--- src/rtl/pipe_stage_reg.sv ---
// Generic pipeline stage register: valid/ready handshake, two-entry skid buffer, synchronous flush.
// Optional performance counters (stall_cnt, bubble_cnt) are built when PIPE_STAGE_PERF_EN is defined.
module pipe_stage_reg #(
  parameter int DATA_W = 32,
  parameter int CTRL_W = 3,
  parameter int CNT_W  = 16
) (
  input  logic              CLK,
  input  logic              RSTn,
  input  logic              in_valid,
  output logic              in_ready,
  input  logic [DATA_W-1:0] in_data,
  input  logic [CTRL_W-1:0] in_ctrl,
  input  logic              flush,
  output logic              out_valid,
  input  logic              out_ready,
  output logic [DATA_W-1:0] out_data,
  output logic [CTRL_W-1:0] out_ctrl
`ifdef PIPE_STAGE_PERF_EN
  ,
  output logic [CNT_W-1:0]  stall_cnt,
  output logic [CNT_W-1:0]  bubble_cnt
`endif
);

  typedef enum logic [1:0] {
    ST_EMPTY = 2'b00,
    ST_ONE   = 2'b01,
    ST_TWO   = 2'b11
  } state_t;

  logic              r_main_valid, r_skid_valid, r_in_ready;
  logic [DATA_W-1:0] r_main_data, r_skid_data;
  logic [CTRL_W-1:0] r_main_ctrl, r_skid_ctrl;

  logic              w_main_valid, w_skid_valid;
  logic [DATA_W-1:0] w_main_data, w_skid_data;
  logic [CTRL_W-1:0] w_main_ctrl, w_skid_ctrl;
  logic              w_accept, w_emit;
  state_t            w_state;

  assign w_accept = in_valid & r_in_ready;
  assign w_emit   = r_main_valid & out_ready;

  // State is implied by the entry valid bits; 2'b10 cannot occur.
  always_comb begin
    w_state = state_t'({r_skid_valid, r_main_valid});
  end

  always_comb begin
    w_main_valid = r_main_valid;
    w_skid_valid = r_skid_valid;
    w_main_data  = r_main_data;
    w_skid_data  = r_skid_data;
    w_main_ctrl  = r_main_ctrl;
    w_skid_ctrl  = r_skid_ctrl;
    if (flush) begin
      w_main_valid = 1'b0;
      w_skid_valid = 1'b0;
      w_main_ctrl  = {CTRL_W{1'b0}};
      w_skid_ctrl  = {CTRL_W{1'b0}};
    end else begin
      case (w_state)
        ST_EMPTY: begin
          if (w_accept) begin
            w_main_valid = 1'b1;
            w_main_data  = in_data;
            w_main_ctrl  = in_ctrl;
          end
        end
        ST_ONE: begin
          if (w_accept && w_emit) begin
            w_main_data = in_data;
            w_main_ctrl = in_ctrl;
          end else if (w_accept) begin
            w_skid_valid = 1'b1;
            w_skid_data  = in_data;
            w_skid_ctrl  = in_ctrl;
          end else if (w_emit) begin
            w_main_valid = 1'b0;
            w_main_ctrl  = {CTRL_W{1'b0}};
          end
        end
        ST_TWO: begin
          if (w_emit) begin
            w_main_data  = r_skid_data;
            w_main_ctrl  = r_skid_ctrl;
            w_skid_valid = 1'b0;
            w_skid_ctrl  = {CTRL_W{1'b0}};
          end
        end
        default: begin
          w_main_valid = 1'b0;
          w_skid_valid = 1'b0;
          w_main_ctrl  = {CTRL_W{1'b0}};
          w_skid_ctrl  = {CTRL_W{1'b0}};
        end
      endcase
    end
  end

  // in_ready stays low through reset and rises on the first edge after release.
  always_ff @(posedge CLK) begin
    if (!RSTn) begin
      r_main_valid <= 1'b0;
      r_skid_valid <= 1'b0;
      r_in_ready   <= 1'b0;
      r_main_data  <= {DATA_W{1'b0}};
      r_skid_data  <= {DATA_W{1'b0}};
      r_main_ctrl  <= {CTRL_W{1'b0}};
      r_skid_ctrl  <= {CTRL_W{1'b0}};
    end else begin
      r_main_valid <= w_main_valid;
      r_skid_valid <= w_skid_valid;
      r_in_ready   <= ~w_skid_valid;
      r_main_data  <= w_main_data;
      r_skid_data  <= w_skid_data;
      r_main_ctrl  <= w_main_ctrl;
      r_skid_ctrl  <= w_skid_ctrl;
    end
  end

  assign in_ready  = r_in_ready;
  assign out_valid = r_main_valid;
  assign out_data  = r_main_data;
  assign out_ctrl  = r_main_ctrl;

`ifdef PIPE_STAGE_PERF_EN
  logic [CNT_W-1:0] r_stall_cnt, r_bubble_cnt;
  logic             w_stall_sat, w_bubble_sat;

  assign w_stall_sat  = (r_stall_cnt  == {CNT_W{1'b1}});
  assign w_bubble_sat = (r_bubble_cnt == {CNT_W{1'b1}});

  // Saturating counters; flush does not touch them.
  always_ff @(posedge CLK) begin
    if (!RSTn) begin
      r_stall_cnt  <= {CNT_W{1'b0}};
      r_bubble_cnt <= {CNT_W{1'b0}};
    end else begin
      if (r_main_valid && !out_ready && !w_stall_sat) begin
        r_stall_cnt <= r_stall_cnt + {{(CNT_W-1){1'b0}}, 1'b1};
      end else begin
        r_stall_cnt <= r_stall_cnt;
      end
      if (!r_main_valid && !w_bubble_sat) begin
        r_bubble_cnt <= r_bubble_cnt + {{(CNT_W-1){1'b0}}, 1'b1};
      end else begin
        r_bubble_cnt <= r_bubble_cnt;
      end
    end
  end

  assign stall_cnt  = r_stall_cnt;
  assign bubble_cnt = r_bubble_cnt;
`endif

endmodule

--- config.mk ---
export PLATFORM = sky130hd
export DESIGN_NAME = pipe_stage_reg
export DESIGN_NICKNAME = d
export VERILOG_FILES = /design/src/rtl/pipe_stage_reg.sv
export SDC_FILE = /design/constraint.sdc
export NUM_CORES = 1
export LEC_CHECK = 0
export CAP_MARGIN = 25
export CORE_ASPECT_RATIO = 1.4
export CORE_MARGIN = 2
export CORE_UTILIZATION = 30
export DETAILED_ROUTE_END_ITERATION = 8
export DONT_BUFFER_PORTS = 1
export SETUP_SLACK_MARGIN = 0.15
export SYNTH_ARGS = -nofsm -noshare
export SYNTH_HDL_FRONTEND = slang
export SYNTH_SLANG_ARGS = --single-unit
--- constraint.sdc ---
create_clock -name CLK -period 1.7 [get_ports CLK]
set_input_delay 0.17 -clock CLK [delete_from_list [all_inputs] [get_ports CLK]]
set_output_delay 0.17 -clock CLK [all_outputs]
set_load 0.02 [all_outputs]
==> metrics.cfg <==
[status]
outcome=finished, violations left
violations=hold timing

[critical_path]
crit_arrival_ns=1.82
critical_path_peak_fanout=8
critPathSlowestCell=dfxtp_4
start_kind=flip-flop
cp.depth=7
end_kind=flip-flop
crit_buf_inv=3
crit_type=flip-flop to flip-flop
required_ns=1.97
r2r_cells=7
slowest_delay_ns=0.38
crit_family=simple AND/OR/NAND/NOR gates
path_cells=buf_6, or2b_4, nor3_4, buf_12, clkbuf_16, nand3_2, o21ai_1

[routing]
antenna_left=0
wl_per_cell_um=18.6
drc=0
viasPerCell=5.37
dr.pass1.iters=4
drt-initial-drc-count=132
vias=3021
routed_wl_mm=10.5

[grt]
antenna_found_initial=0
grt_usage_pct=16.4
grt_max_degree=99
grt_pass1_wl_mm=14.7
grt-ovfl-total=0
grt_pass1_vias=2891

[sta]
fmax_mhz=643
final-hold-violation-count=3
layout_setup_ws_ns=0.144
rsz0062_at_grt=true
fin_crit_ns=1.56
maxSlewHeadroom_pct=43.8
setup_violations=0
min_period_over_period_pct=91.5
hold_ws_ns=-0.0169
tightestPinTransition_ns=0.841
slew_violations=0
fin_skew_ns=0.00760

[finish]
multiInputGateArea_um2=1770
num-fill-cells=1028
area_delta_synth_final_pct=48.1
drive_above_1_share_pct=27.3
nets=463
n_antenna_cell=0
seqCellArea_um2=1470

[clock_tree]
cts_htree_levels=3
clkTransAtPathRegs_ns=0.05
cts_tree=yes
clk_latency_ns=0.34
clk_path_buf_depth=2
clock_sinks=73
root_buffer=clkbuf_16
numCtsBuffers=9

[logic_synthesis]
ys_top_cells_by_area=dfxtp_1 (47%), nand3_1 (15%), o211a_1 (10%), nand2_1 (8.4%), o21ai_0 (5.3%)
ys_warn_count=0
synth_async_sr_flop_share_pct=0
synth_cells=371
synth_edf_count=0
yosys.area.top_type=dfxtp_1
seq_area_frac_synth_pct=46.7
synth_cell_types=28
ys_ff_latch=73
synth.most_common_cell=nand3_1
synth_area_um2=3130
synth.avg_cell_area_um2=8.44
synth_common_cells=nand3_1 (91), dfxtp_1 (73), nand2_1 (70)
synthFlopType=dfxtp_1
synth_nets=411
synth_top_area_share_pct=46.7

[placed_design]
placement.io_buffers=0
preCtsSetupSlack_ns=0.0440
hpwl_mm=4.94
gp_congestion=0.795

[power]
p_clk_share_pct=43.1
cellLeakagePower_nw=1.84
power.switching_uw=921
power.density_nw_per_um2=821
sequentialPowerShare_pct=48.3
irDropWorstVdd_mv=0.460
pwr-share-comb_pct=8.6
p_int_mw=2.89
swShare_pct=24.2

[floorplan]
die_w_um=90.4
num_io_pins=77
rows=44
core_um2=10300
fp.dieH_um=125
start_util_pct=30.4
dieArea_um2=11300

[worst_hold_path]
holdCritPathClass=input port to flip-flop
holdPathStages=2

[job]
max_cap_viol_count=0

==> worst register-to-register path, stage by stage, from the launching register on <==
cell and delay, ns:
dfxtp_4 0.38, buf_6 0.11, or2b_4 0.27, nor3_4 0.22, buf_12 0.18, clkbuf_16 0.18
nand3_2 0.07, o21ai_1 0.09
==> power groups by stage <==
stage	Clock, mW	Combinational [mW]	Sequential (mW)
6_report	1.64	0.327	1.84
5_1_grt	1.75	0.353	1.84
4_1_cts	1.67	0.266	1.84
3_5_place_dp	0	0.142	1.88
3_3_place_gp	0	0.137	1.88
2_1_floorplan	0	0.152	1.87
==> state kept, by name, summed over array words and instances (netlist names) <==
name,flops
out_ctrl,3
out_valid,1
in_ready,1
out_data,32
r_skid_data,32
r_skid_ctrl,3
r_skid_valid,1
==> repair_timing <==
action                                 in CTS  in global routing
pin swaps                                   3                 56
hold buffers                               41                  3
setup endpoints to repair                  27                 65
gates resized for setup                    13                 78
buffers inserted                            5                  4
endpoints found under the hold margin      69                 33
gates cloned                                4                  7
==> kinds of logic after synthesis <==
kind of cell	after synthesis	synth area share, %
and+or+nand+nor	181	28.0
AOI/OAI and AO/OA	78	19.0
DFF	73	46.7
buffers and inverters	39	6.35
==> final timing paths <==
path                        from         endpoint  slack (ns)
setup / recovery       out_valid  r_skid_data[20]        0.14
hold reg to reg   r_skid_data[5]   r_skid_data[5]        0.45
setup reg to reg       out_valid  r_skid_data[20]        0.14
hold / removal              RSTn   r_skid_data[1]       -0.02
==> stage by stage <==
step	total power, mW	cells	setup TNS [ns]	util (%)	area [um^2]
2_1_floorplan	2.02	371	-0.0125	-	3180
3_3_place_gp	2.01	486	0	32.1	3300
3_5_place_dp	2.02	486	0	32.1	3300
4_1_cts	3.78	549	0	40.6	4180
5_1_grt	3.95	563	0	45.1	4640
6_report	3.81	563	0	45.1	4640
==> cell usage in the layout, fill, tap and decap left out, drive strengths merged <==
cell         synthesis  final
nand2               70     70
o21ai               33     33
a211o                1      1
clkinv               0      2
o21a                 1      1
nor2b                1      1
nor3                 3      3
clkbuf              23     16
and3b                1      1
nand3               99     99
o31ai                1      1
buf                 12     27
inv                  4      4
nor2                 2      2
bufbuf               0      1
o211a               32     32
a222oi               2      2
nand2b               2      2
dfxtp               73     73
or2b                 1      1
dlygate4sd3          0     43
nand3b               2      2
a21oi                6      6
a32oi                1      1
a2111oi              1      1
==> area by class of cell <==
| cell class | instances | area share [%] |
|---|---|---|
| Clock buffer | 11 | 5.02 |
| Timing Repair Buffer | 76 | 20.9 |
| Inverter | 4 | 0.378 |
| Tap cell | 138 | 3.72 |
| Sequential cell | 73 | 31.7 |
| Clock inverter | 2 | 0.216 |
| Multi-Input combinational cell | 259 | 38.1 |
==> metal layers <==
layer | global-route usage [%] | vias to the layer above | routed length [um]
li1 | - | 1429 | -
met1 | 18.9 | 1481 | 4250
met2 | 28.6 | 97 | 5510
met3 | 3.81 | 14 | 530
met4 | 7.33 | 0 | 193
met5 | 0 | - | 0
Note: power is estimated with default switching activity, not from simulation.
